## config.mk

```make
export PLATFORM = sky130hd
export DESIGN_NAME = ps2_host_sender
export DESIGN_NICKNAME = d
export VERILOG_FILES = /design/src/rtl/ps2_host_sender.sv
export SDC_FILE = /design/constraint.sdc
export NUM_CORES = 1
export LEC_CHECK = 0
export ABC_AREA = 1
export ABC_CLOCK_PERIOD_IN_PS = 1590
export CAP_MARGIN = 20
export CORE_AREA = 10 10 99 75
export DETAILED_ROUTE_END_ITERATION = 8
export DIE_AREA = 0 0 109 85
export PLACE_DENSITY = 0.74
export SETUP_SLACK_MARGIN = 0.4
export SLEW_MARGIN = 20
export SYNTH_ARGS = -nofsm -noshare
export SYNTH_HDL_FRONTEND = slang
export SYNTH_SLANG_ARGS = --single-unit
```

## constraint.sdc

```tcl
create_clock -name clock -period 1.59 [get_ports clock]
set_clock_uncertainty 0.05 [all_clocks]
set_input_delay 0.318 -clock clock [delete_from_list [all_inputs] [get_ports clock]]
set_output_delay 0.318 -clock clock [all_outputs]
set_load 0.005 [all_outputs]
```

## src/rtl/ps2_host_sender.sv

```systemverilog
// ps2_host_sender: PS/2 host-to-device command byte transmitter with ACK check and timeouts
module ps2_host_sender #(
  parameter logic [15:0] inhibit_cycles = 16'd1500,
  parameter logic [23:0] start_timeout = 24'd215000,
  parameter logic [15:0] bit_timeout = 16'd2000
) (
  input  logic       clock,
  input  logic       reset,
  input  logic       device_clock,
  input  logic       device_data,
  output logic       drive_clock_low,
  output logic       drive_data_low,
  input  logic       send_request,
  input  logic [7:0] send_data,
  output logic       busy,
  output logic       done,
  output logic       error
);
  localparam logic [2:0] s_idle = 3'd0, s_inhibit = 3'd1, s_start = 3'd2, s_request = 3'd3,
                         s_send = 3'd4, s_wait_ack = 3'd5, s_wait_release = 3'd6, s_fail = 3'd7;
  logic [2:0] state;
  logic [2:0] clk_sync;
  logic [1:0] dat_sync;
  logic [23:0] count;
  logic [3:0] bit_count;
  logic [7:0] byte_q;
  logic parity, ack_err, data_low, fall, released, bit_expired;
  assign fall = clk_sync[2] & ~clk_sync[1];
  assign released = clk_sync[1] & dat_sync[1];
  assign bit_expired = count == {8'd0, bit_timeout - 16'd1};
  assign drive_clock_low = state == s_inhibit || state == s_start;
  assign drive_data_low = state == s_start || state == s_request || (state == s_send && data_low);
  assign busy = state != s_idle;
  assign done = state == s_fail || (state == s_wait_release && released);
  assign error = state == s_fail || (done && ack_err);
  always_ff @(posedge clock) begin
    if (reset) begin
      clk_sync <= 3'b111;
      dat_sync <= 2'b11;
    end else begin
      clk_sync <= {clk_sync[1:0], device_clock};
      dat_sync <= {dat_sync[0], device_data};
    end
  end
  always_ff @(posedge clock) begin
    if (reset) begin
      state <= s_idle;
      count <= '0;
      bit_count <= '0;
      byte_q <= '0;
      parity <= 1'b0;
      ack_err <= 1'b0;
      data_low <= 1'b0;
    end else begin
      count <= count + 24'd1;
      case (state)
        s_idle: begin
          count <= '0;
          if (send_request) begin
            byte_q <= send_data;
            parity <= ~^send_data;
            bit_count <= '0;
            ack_err <= 1'b0;
            state <= s_inhibit;
          end
        end
        s_inhibit: if (count == {8'd0, inhibit_cycles - 16'd1}) begin
          count <= '0;
          state <= s_start;
        end
        s_start: begin
          count <= '0;
          state <= s_request;
        end
        s_request: if (fall) begin
          data_low <= ~byte_q[0];
          bit_count <= 4'd1;
          count <= 24'd1;
          state <= s_send;
        end else if (count == start_timeout - 24'd1) state <= s_fail;
        s_send: if (fall) begin
          data_low <= bit_count < 4'd8 ? ~byte_q[bit_count[2:0]] : bit_count == 4'd8 && ~parity;
          bit_count <= bit_count + 4'd1;
          count <= 24'd1;
          if (bit_count == 4'd9) state <= s_wait_ack;
        end else if (bit_expired) state <= s_fail;
        s_wait_ack: if (fall) begin
          ack_err <= dat_sync[1];
          count <= 24'd1;
          state <= s_wait_release;
        end else if (bit_expired) state <= s_fail;
        s_wait_release: if (released) state <= s_idle;
          else if (bit_expired) state <= s_fail;
        default: state <= s_idle;
      endcase
    end
  end
endmodule

```

==> impl_metrics.env, run 1 <==
export IMPL_outcome="finished, violations left"
export IMPL_violations="negative setup slack"
export IMPL_multiInputGateArea_um2=1999
export IMPL_tritoncts_num_sinks=47
export IMPL_ctsRootBufferMaster="sky130_fd_sc_hd__clkbuf_8"
export IMPL_clockBufferDepth=2
export IMPL_globalplace_congestion=0.9273
export IMPL_most_frequent_cells_in_the_layout="sky130_fd_sc_hd__nand2_1, sky130_fd_sc_hd__buf_4, sky130_fd_sc_hd__nor2_1"
export IMPL_setup_repair_after_global_routing_missed_its_margin="yes"
export IMPL_final_setup_worst_slack_ns=-0.2481
export IMPL_required_ns=1.75
export IMPL_seq_cells_post_synth=47
export IMPL_drt_wirelength_per_cell_um=18.78
export IMPL_slew_headroom_pct=76.02
export IMPL_synthCells=382
export IMPL_tritoncts_clock_tree="built"
export IMPL_drt_vias_per_instance=5.797
export IMPL_synth_area_per_cell_um2=6.882
export IMPL_category_of_the_worst_setup_path_launch_point="register"
export IMPL_fin_util_pct=77.18
export IMPL_via_count=3194
export IMPL_ctsHtreeMaxLevel=2
export IMPL_critical_path_class="reg2reg"
export IMPL_worst_endpoint_arrival_ns=2.00
export IMPL_wirelength_mm=10.35
export IMPL_synthToLayoutAreaGrowth_pct=63.07
export IMPL_synth_fp_nets=399
export IMPL_layout_nets=492
export IMPL_critical_path_max_stage_delay_ns=0.39
export IMPL_crit_slowest_cell="sky130_fd_sc_hd__dfxtp_2"
export IMPL_clock_fmax_mhz=544.0
export IMPL_path_buf_inv=3
export IMPL_synth_seq_area_share_pct=35.79
export IMPL_numCtsBuffers=5
export IMPL_place_detailed_instances=493
export IMPL_layout_commonest_cell="sky130_fd_sc_hd__nand2_1"
export IMPL_overflow=0
export IMPL_clkLatencyLatePin_ns=0.31
export IMPL_grt_usage_pct=18.17
export IMPL_drive_above_1_share_pct=48.32
export IMPL_final_hold_slack_ns=0.3614
export IMPL_critical_path_cell_chain="inv_1, nor2_1, nand2_1, nor2_1, nand3_1, nand2_2, buf_6, inv_1, nor2_4, nand2_1, a21oi_1"
export IMPL_grt_max_degree=14
export IMPL_drt_initial_drc_count=357
export IMPL_vdd_ir_drop_worst_v=0.0005254
export IMPL_pin_count=18
export IMPL_synthesis_yosys_warnings=0
export IMPL_setup_tns_ns=-6.120
export IMPL_cts_reportedPaths_clkPinSlew_ns=0.10
export IMPL_row_count=23
export IMPL_n_antenna_cell=0
export IMPL_num_fill_cells=320
export IMPL_holdCritPathClass="reg2reg"
export IMPL_leakage_nw=1.787
export IMPL_synth_cell_types=35
export IMPL_worstPathMaxFanout=4
export IMPL_drc_violations_left=0
export IMPL_portBuffers=17
export IMPL_cap_violations=0
export IMPL_die_h_um=85
export IMPL_p_per_area_nw_per_um2=1173
export IMPL_setup_viol_count_final=43
export IMPL_core_um2=5554
export IMPL_die_area_um2=9265
export IMPL_slew_violations=0
export IMPL_timing_final_crit_period_ns=1.838
export IMPL_kind_of_cell_adding_the_most_delay_to_the_critical_path="simple AND/OR/NAND/NOR gates"
export IMPL_finalNonFillerCells=551
export IMPL_fp_dieW_um=109
export IMPL_tightest_slew_ns=0.3570
export IMPL_first_global_vias=2868
export IMPL_seqCellArea_um2=980.9
export IMPL_syn_cell_area_um2=2629
export IMPL_drt_antenna_violating_nets=0
export IMPL_grt_antenna_before_repair=0
export IMPL_final_count_of_hold_timing_violations=0
export IMPL_drt_pre_antenna_iters=6
export IMPL_setup_worst_path_end_class="register"
export IMPL_initial_utilization_pct=47.33
export IMPL_grt_pass1_wl_mm=13.79
export IMPL_final_period_utilization_pct=115.6
export IMPL_pre_cts_ws_ns=-0.04938
export IMPL_dpl_hpwl_mm=4.730
per-layer routing:
metal  part of all wire [%]  up-vias  global-route usage, %
li1                       -     1392                      -
met4                    5.2        0                  7.168
met5                      0        -                      0
met3                     11       74                  4.607
met1                     37     1472                  23.85
met2                     46      256                  27.73
cells by family after synthesis:
logic type	after synthesis	share of synthesized area, %
xor+xnor	21	6.997
simple gates	216	38.65
fa+ha+maj	4	1.904
buf+inv	53	8.139
compound gates	41	8.520
flops	47	35.79
Yosys cell counts, drive strengths merged:
library cell / instances / area (um2)
xor2: 9 / 78.83
nand3: 21 / 115.1
buf: 3 / 23.77
nor2: 79 / 336.6
nand2: 84 / 347.8
a211oi: 1 / 12.51
a21oi: 17 / 85.08
or2: 4 / 25.02
nand2b: 1 / 6.260
xnor2: 12 / 105.1
nor3: 19 / 121.4
o211ai: 2 / 15.01
nand3b: 1 / 7.510
o21a: 1 / 7.510
nand4: 3 / 18.77
inv: 48 / 182.7
dfxtp: 47 / 940.9
nor4: 2 / 12.51
ha: 4 / 50.05
nor3b: 2 / 25.02
clkbuf: 2 / 7.510
o21ai: 20 / 103.9
timing repair:
item,in CTS,in global routing
gates cloned,5,0
endpoints found under the setup margin,47,47
setup buffers,32,13
hold buffers,0,0
pin swaps,23,24
resized for setup,110,70
area by class of cell:
class	count	area share, %
clock buffers	8	2.335
inverters	48	4.787
multi-input cells	283	46.64
flip-flops and latches	47	22.88
well taps	75	2.189
repair buffers	89	20.99
repair inverters	1	0.1751
worst paths after layout:
| check | startpoint | end | slack [ns] | cells past startpoint |
|---|---|---|---|---|
| setup / recovery | count[8]$_SDFF_PP0_ | state[1]$_SDFFE_PP0P_ | -0.25 | 11 |
| hold / removal | clk_sync[0]$_SDFF_PP1_ | clk_sync[1]$_SDFF_PP1_ | 0.36 | 1 |
| setup reg to reg | count[8]$_SDFF_PP0_ | state[1]$_SDFFE_PP0P_ | -0.25 | 11 |
| hold reg to reg | clk_sync[0]$_SDFF_PP1_ | clk_sync[1]$_SDFF_PP1_ | 0.36 | 1 |
sequential cells by signal (all words and copies together), names as in the netlist:
name       count
count         24
byte_q         8
bit_count      4
clk_sync       3
state          3
dat_sync       2
ack_err        1
data_low       1
parity         1
stage by stage:
| stage | instance area (um2) | power [W] |
|---|---|---|
| floorplan | 2749 | 0.002282 |
| CTS | 3936 | 0.004402 |
| global placement | 3177 | 0.002718 |
| detailed placement | 3177 | 0.002747 |
| global route | 4287 | 0.005249 |
| finish | 4287 | 0.005029 |
power breakdown:
group	switching (W)	total (W)	internal, W
combinational	0.00142	0.00280	0.00137
clock	0.000416	0.000814	0.000398
sequential	0.000103	0.00142	0.00131
(Power assumes the default switching activity.)
==> run 2: changes to the inputs <==
--- a/config.mk
+++ b/config.mk
@@ -8,10 +8,10 @@
 export ABC_AREA = 1
 export ABC_CLOCK_PERIOD_IN_PS = 1590
 export CAP_MARGIN = 20
-export CORE_AREA = 10 10 99 75
+export CORE_AREA = 10 10 85 87
 export DETAILED_ROUTE_END_ITERATION = 8
-export DIE_AREA = 0 0 109 85
-export PLACE_DENSITY = 0.74
+export DIE_AREA = 0 0 95 97
+export PLACE_DENSITY = 0.73
 export SETUP_SLACK_MARGIN = 0.4
 export SLEW_MARGIN = 20
 export SYNTH_ARGS = -nofsm -noshare
==> impl_metrics.env, run 2 (synthesized netlist as in run 1, its figures left out) <==
export IMPL_cts_reportedPaths_clkPinSlew_ns=0.10
export IMPL_ctsRootBufferMaster="sky130_fd_sc_hd__clkbuf_8"
export IMPL_violations="negative setup slack"
export IMPL_most_frequent_cells_in_the_layout="sky130_fd_sc_hd__nand2_1, sky130_fd_sc_hd__nor2_1, sky130_fd_sc_hd__buf_4"
export IMPL_critical_path_cell_chain="buf_6, nor2_4, nand2_4, inv_4, nand2_2, o21ai_1, buf_2"
export IMPL_path_buf_inv=3
export IMPL_setup_repair_after_global_routing_missed_its_margin="yes"
export IMPL_leakage_nw=1.768
export IMPL_core_um2=5473
export IMPL_drt_antenna_violating_nets=0
export IMPL_grt_antenna_before_repair=0
export IMPL_clockBufferDepth=2
export IMPL_tightest_slew_ns=0.3334
export IMPL_seqCellArea_um2=992.2
export IMPL_multiInputGateArea_um2=2053
export IMPL_final_setup_worst_slack_ns=-0.1825
export IMPL_crit_slowest_cell="sky130_fd_sc_hd__dfxtp_4"
export IMPL_dpl_hpwl_mm=4.778
export IMPL_final_period_utilization_pct=111.5
export IMPL_largest_reg_flops=24
export IMPL_row_count=27
export IMPL_ctsHtreeMaxLevel=2
export IMPL_slew_violations=0
export IMPL_n_antenna_cell=0
export IMPL_fp_dieW_um=95
export IMPL_p_per_area_nw_per_um2=1100
export IMPL_critical_path_max_stage_delay_ns=0.36
export IMPL_drc_violations_left=0
export IMPL_drt_vias_per_instance=5.710
export IMPL_initial_utilization_pct=48.03
export IMPL_grt_max_degree=17
export IMPL_grt_pass1_wl_mm=13.41
export IMPL_drt_pre_antenna_iters=5
export IMPL_timing_final_crit_period_ns=1.772
export IMPL_fin_util_pct=79.31
export IMPL_layout_commonest_cell="sky130_fd_sc_hd__nand2_1"
export IMPL_clkLatencyLatePin_ns=0.31
export IMPL_pin_count=18
export IMPL_totalPowerFinal_w=0.004774
export IMPL_portBuffers=17
export IMPL_slew_headroom_pct=77.65
export IMPL_die_h_um=97
export IMPL_drt_wirelength_per_cell_um=18.58
export IMPL_cap_violations=0
export IMPL_final_hold_slack_ns=0.3945
export IMPL_grt_usage_pct=17.66
export IMPL_postCtsHoldBufs=0
export IMPL_tritoncts_clock_tree="built"
export IMPL_tritoncts_num_sinks=47
export IMPL_synthToLayoutAreaGrowth_pct=65.11
export IMPL_reg_top3="count: 24 flops, byte_q: 8 flops, bit_count: 4 flops"
export IMPL_outcome="finished, violations left"
export IMPL_drive_above_1_share_pct=52.24
export IMPL_clock_fmax_mhz=564.2
export IMPL_layout_nets=485
export IMPL_numCtsBuffers=5
export IMPL_die_area_um2=9215
export IMPL_vdd_ir_drop_worst_v=0.0006757
export IMPL_kind_of_cell_adding_the_most_delay_to_the_critical_path="flip-flops"
export IMPL_via_count=3089
export IMPL_num_fill_cells=320
export IMPL_worstPathMaxFanout=5
export IMPL_globalplace_congestion=0.9393
export IMPL_worst_endpoint_arrival_ns=1.40
export IMPL_overflow=0
export IMPL_final_count_of_hold_timing_violations=0
export IMPL_setup_viol_count_final=33
export IMPL_setup_worst_path_end_class="primary output"
export IMPL_holdCritPathClass="reg2reg"
export IMPL_wirelength_mm=10.05
export IMPL_required_ns=1.22
export IMPL_regMostFlops="count"
export IMPL_first_global_vias=2914
export IMPL_critical_path_class="reg2out"
export IMPL_category_of_the_worst_setup_path_launch_point="register"
export IMPL_drt_initial_drc_count=339
==> run 2: changes by cell type in the layout (fill, tap and decap cells not counted), sizes merged <==
cell	delta
nor2	-1
clkbuf	-2
inv	+2
buf	-6
==> run 2: final timing paths <==
check	slack (ns)	cells after the start	start	endpoint
setup reg to reg	-0.13	8	clk_sync[1]$_SDFF_PP1_	count[14]$_SDFF_PP0_
hold reg to reg	0.39	1	dat_sync[0]$_SDFF_PP1_	dat_sync[1]$_SDFF_PP1_
setup / recovery	-0.18	7	state[1]$_SDFFE_PP0P_	drive_data_low
hold / removal	0.39	1	dat_sync[0]$_SDFF_PP1_	dat_sync[1]$_SDFF_PP1_
==> run 2: worst reg2reg max path, cell delays in order, from the launching register on <==
cell	delay (ns)
sky130_fd_sc_hd__dfxtp_2	0.37
sky130_fd_sc_hd__inv_1	0.07
sky130_fd_sc_hd__nand2_1	0.24
sky130_fd_sc_hd__nand2_1	0.22
sky130_fd_sc_hd__nand3_4	0.19
sky130_fd_sc_hd__nand2_8	0.09
sky130_fd_sc_hd__buf_12	0.15
sky130_fd_sc_hd__buf_16	0.14
sky130_fd_sc_hd__nor2_2	0.12
==> run 2: what timing repair did <==
action,in CTS,in global routing
resized for setup,128,75
pin swaps,36,34
gates cloned,4,0
setup endpoints to repair,47,47
setup buffers,24,10
==> run 2: layout make-up <==
| cell class | count | share of cell area [%] |
|---|---|---|
| timing repair inverter | 1 | 0.1730 |
| multi-input combinational | 282 | 47.30 |
| tap | 72 | 2.076 |
| sequential | 47 | 22.86 |
| clock inverter | 2 | 0.4036 |
| timing repair buffer | 83 | 20.47 |
| inverter | 48 | 4.555 |
| clock buffer | 6 | 2.162 |
==> run 2: metrics by stage <==
step | std cells | setup WS [ns] | setup TNS, ns | instance area [um2]
after global routing | 541 | -0.2388 | -4.791 | 4340
after global placement | 495 | -0.02397 | -0.05169 | 3236
after CTS | 531 | -0.05937 | -0.05937 | 4013
final | 541 | -0.1825 | -2.078 | 4340
after floorplan | 382 | 0.2133 | 0 | 2749
after detailed placement | 495 | -0.03636 | -0.08415 | 3236
==> run 2: power by group <==
part	internal [W]	leakage, nW	switching [W]	total (W)
Clock	0.000414	0.0569	0.000459	0.000873
Sequential	0.00131	0.395	0.0000975	0.00141
Combinational	0.00120	1.32	0.00129	0.00250
==> run 2: metal layers <==
| metal | share of wire, % | vias to the layer above | GRT usage, % |
|---|---|---|---|
| met5 | 0 | - | 0 |
| li1 | - | 1379 | - |
| met1 | 38 | 1460 | 20.65 |
| met3 | 7.4 | 59 | 4.241 |
| met2 | 49 | 191 | 29.78 |
| met4 | 5.8 | 0 | 6.979 |
==> run 3: changes to the inputs <==
--- a/config.mk
+++ b/config.mk
@@ -5,13 +5,12 @@
 export SDC_FILE = /design/constraint.sdc
 export NUM_CORES = 1
 export LEC_CHECK = 0
-export ABC_AREA = 1
 export ABC_CLOCK_PERIOD_IN_PS = 1590
 export CAP_MARGIN = 20
-export CORE_AREA = 10 10 85 87
+export CORE_AREA = 10 10 82 84
 export DETAILED_ROUTE_END_ITERATION = 8
-export DIE_AREA = 0 0 95 97
-export PLACE_DENSITY = 0.73
+export DIE_AREA = 0 0 92 94
+export PLACE_DENSITY = 0.74
 export SETUP_SLACK_MARGIN = 0.4
 export SLEW_MARGIN = 20
 export SYNTH_ARGS = -nofsm -noshare
==> impl_metrics.env, run 3 <==
export IMPL_outcome="finished, violations left"
export IMPL_violations="negative setup slack"
export IMPL_final_setup_worst_slack_ns=-0.2804
export IMPL_grt_pass1_wl_mm=10.88
export IMPL_pre_cts_ws_ns=-0.3118
export IMPL_ctsRootBufferMaster="sky130_fd_sc_hd__clkbuf_8"
export IMPL_totalPowerFinal_w=0.002610
export IMPL_drt_initial_drc_count=314
export IMPL_tritoncts_clock_tree="built"
export IMPL_die_h_um=94
export IMPL_overflow=0
export IMPL_synth_ff_type="sky130_fd_sc_hd__dfxtp_1"
export IMPL_syn_cell_area_um2=2455
export IMPL_clock_fmax_mhz=534.6
export IMPL_n_antenna_cell=0
export IMPL_grt_usage_pct=15.31
export IMPL_slew_violations=0
export IMPL_slew_headroom_pct=73.86
export IMPL_yosys_area_top_type="sky130_fd_sc_hd__dfxtp_1"
export IMPL_setup_worst_path_end_class="register"
export IMPL_category_of_the_worst_setup_path_launch_point="register"
export IMPL_synthesis_yosys_warnings=0
export IMPL_die_area_um2=8648
export IMPL_portBuffers=17
export IMPL_reg_top3="count: 24 flops, byte_q: 8 flops, bit_count: 4 flops"
export IMPL_row_count=26
export IMPL_synth_fp_nets=313
export IMPL_drt_wirelength_per_cell_um=17.26
export IMPL_synth_top_cells_by_area="sky130_fd_sc_hd__dfxtp_1, sky130_fd_sc_hd__nor2_1, sky130_fd_sc_hd__xnor2_1, sky130_fd_sc_hd__nand2_1, sky130_fd_sc_hd__xor2_1"
export IMPL_groute_layer_met2_usage_pct=25.53
export IMPL_initial_utilization_pct=48.37
export IMPL_most_repeated_cell_in_the_gate_level_netlist_after_synthesis="sky130_fd_sc_hd__dfxtp_1"
export IMPL_setup_viol_count_final=36
export IMPL_globalplace_congestion=0.9187
export IMPL_groute_layer_met3_usage_pct=3.038
export IMPL_regMostFlops="count"
export IMPL_clkLatencyLatePin_ns=0.30
export IMPL_wirelength_mm=7.717
export IMPL_seq_cells_post_synth=47
export IMPL_worst_endpoint_arrival_ns=2.02
export IMPL_worstPathMaxFanout=11
export IMPL_globalRoute_busiestLayer="met2"
export IMPL_drive_above_1_share_pct=42.18
export IMPL_drt_vias_per_instance=5.696
export IMPL_cap_violations=0
export IMPL_tritoncts_num_sinks=47
export IMPL_setup_repair_after_global_routing_missed_its_margin="yes"
export IMPL_synth_area_per_cell_um2=8.293
export IMPL_synth_edf_count=0
export IMPL_tightest_slew_ns=0.3893
export IMPL_timing_final_crit_period_ns=1.870
export IMPL_clockBufferDepth=2
export IMPL_vdd_ir_drop_worst_v=0.0005977
export IMPL_largest_reg_flops=24
export IMPL_core_um2=5075
export IMPL_synth_seq_area_share_pct=38.33
export IMPL_postCtsHoldBufs=0
export IMPL_grt_max_degree=24
export IMPL_synth_cell_types=46
export IMPL_required_ns=1.74
export IMPL_most_frequent_cells_in_the_layout="sky130_fd_sc_hd__buf_4, sky130_fd_sc_hd__nor2_1, sky130_fd_sc_hd__dfxtp_1"
export IMPL_final_period_utilization_pct=117.6
export IMPL_cts_reportedPaths_clkPinSlew_ns=0.10
export IMPL_layout_nets=393
export IMPL_p_per_area_nw_per_um2=698.4
export IMPL_drt_antenna_violating_nets=0
export IMPL_critical_path_class="reg2reg"
export IMPL_leakage_nw=1.411
export IMPL_layout_commonest_cell="sky130_fd_sc_hd__buf_4"
export IMPL_synth_async_sr_flop_share_pct=0
export IMPL_first_global_vias=2323
export IMPL_drc_violations_left=0
export IMPL_grt_antenna_before_repair=0
export IMPL_synth_cells_most_frequent="sky130_fd_sc_hd__dfxtp_1, sky130_fd_sc_hd__nor2_1, sky130_fd_sc_hd__nand2_1"
export IMPL_via_count=2546
export IMPL_pin_count=18
export IMPL_final_count_of_hold_timing_violations=0
export IMPL_fp_dieW_um=92
export IMPL_drt_pre_antenna_iters=6
export IMPL_setup_tns_ns=-7.094
export IMPL_ctsHtreeMaxLevel=2
export IMPL_numCtsBuffers=5
export IMPL_met1_usage_pct=19.11
export IMPL_holdCritPathClass="reg2reg"
export IMPL_synth_top_area_share_pct=38.33
export IMPL_dpl_hpwl_mm=4.502
export IMPL_synthToLayoutAreaGrowth_pct=52.24
export IMPL_synthCells=296
## run 3: cell count changes after synthesis, moves of 5 or more
cell                       previous run  this run
sky130_fd_sc_hd__xor2_1               9        15
sky130_fd_sc_hd__clkbuf_1             2         8
sky130_fd_sc_hd__nand4_1              3        11
sky130_fd_sc_hd__o21ai_0             18         6
sky130_fd_sc_hd__xnor2_1             12        17
sky130_fd_sc_hd__inv_1               40         9
sky130_fd_sc_hd__and4_1               0         6
sky130_fd_sc_hd__nor2_2               7         0
sky130_fd_sc_hd__inv_2                7         0
sky130_fd_sc_hd__nor2_1              69        40
sky130_fd_sc_hd__nand2_1             77        38
sky130_fd_sc_hd__nand3_1             19        13
## run 3: worst paths after layout
check             cells past startpoint                    from                endpoint  slack (ns)
setup / recovery                      7     count[0]$_SDFF_PP0_     count[9]$_SDFF_PP0_       -0.28
hold / removal                        1  clk_sync[0]$_SDFF_PP1_  clk_sync[1]$_SDFF_PP1_        0.37
setup reg to reg                      7     count[0]$_SDFF_PP0_     count[9]$_SDFF_PP0_       -0.28
hold reg to reg                       1  clk_sync[0]$_SDFF_PP1_  clk_sync[1]$_SDFF_PP1_        0.37
## run 3: what timing repair did
action                                  CTS  global route
endpoints found under the setup margin   47            48
cloned                                    1             1
pin swaps                                15            14
setup buffers                             6             7
gates resized for setup                  75            35
## run 3: metrics by stage
stage	utilization (%)	hold WS [ns]	cell area, um2	std cells
floorplan	-	0.3395	2564	296
global placement	62.55	0.3440	3174	424
detailed placement	62.55	0.3440	3174	424
CTS	69.11	0.3669	3507	439
global route	73.64	0.3725	3737	447
finish	73.64	0.3670	3737	447
## run 3: logic make-up (layout without fill, tap and decap cells)
group | Yosys count | in the layout | synth area share [%]
compound gates | 45 | 45 | 11.37
xor+xnor | 32 | 32 | 11.42
fa+ha+maj | 4 | 4 | 2.039
buf+inv | 21 | 102 | 3.924
flops | 47 | 47 | 38.33
mux | 4 | 4 | 2.650
simple gates | 143 | 143 | 30.28
## run 3: where the power goes
group          switching [W]  leakage, nW  internal [W]
registers          0.0000286        0.388       0.00121
clock network       0.000437       0.0563      0.000406
logic               0.000252        0.967      0.000279
total               0.000718         1.41       0.00189
## run 3: cell type report
type,count,area [um2]
Clock inverter,2,13.76
Timing Repair Buffer,85,808.3
Fill cell,357,1338
Inverter,9,33.78
Clock buffer,6,93.84
Sequential cell,47,967.2
Multi-Input combinational cell,228,1733
Tap cell,70,87.58
## run 3: metal layers
metal / share of wire, % / vias up / routed length [um]
met5: 0 / - / 0
met4: 2.6 / 0 / 199
met3: 6.9 / 21 / 534
met2: 49 / 101 / 3799
met1: 41 / 1222 / 3184
li1: - / 1202 / -
## run 3: critical path, cell delays in order, from the launching register on
cell	delay, ns
sky130_fd_sc_hd__dfxtp_2	0.37
sky130_fd_sc_hd__ha_4	0.14
sky130_fd_sc_hd__and4bb_1	0.28
sky130_fd_sc_hd__nand4_2	0.15
sky130_fd_sc_hd__o31a_1	0.31
sky130_fd_sc_hd__o21ai_4	0.21
sky130_fd_sc_hd__clkbuf_16	0.20
sky130_fd_sc_hd__nor2_1	0.05
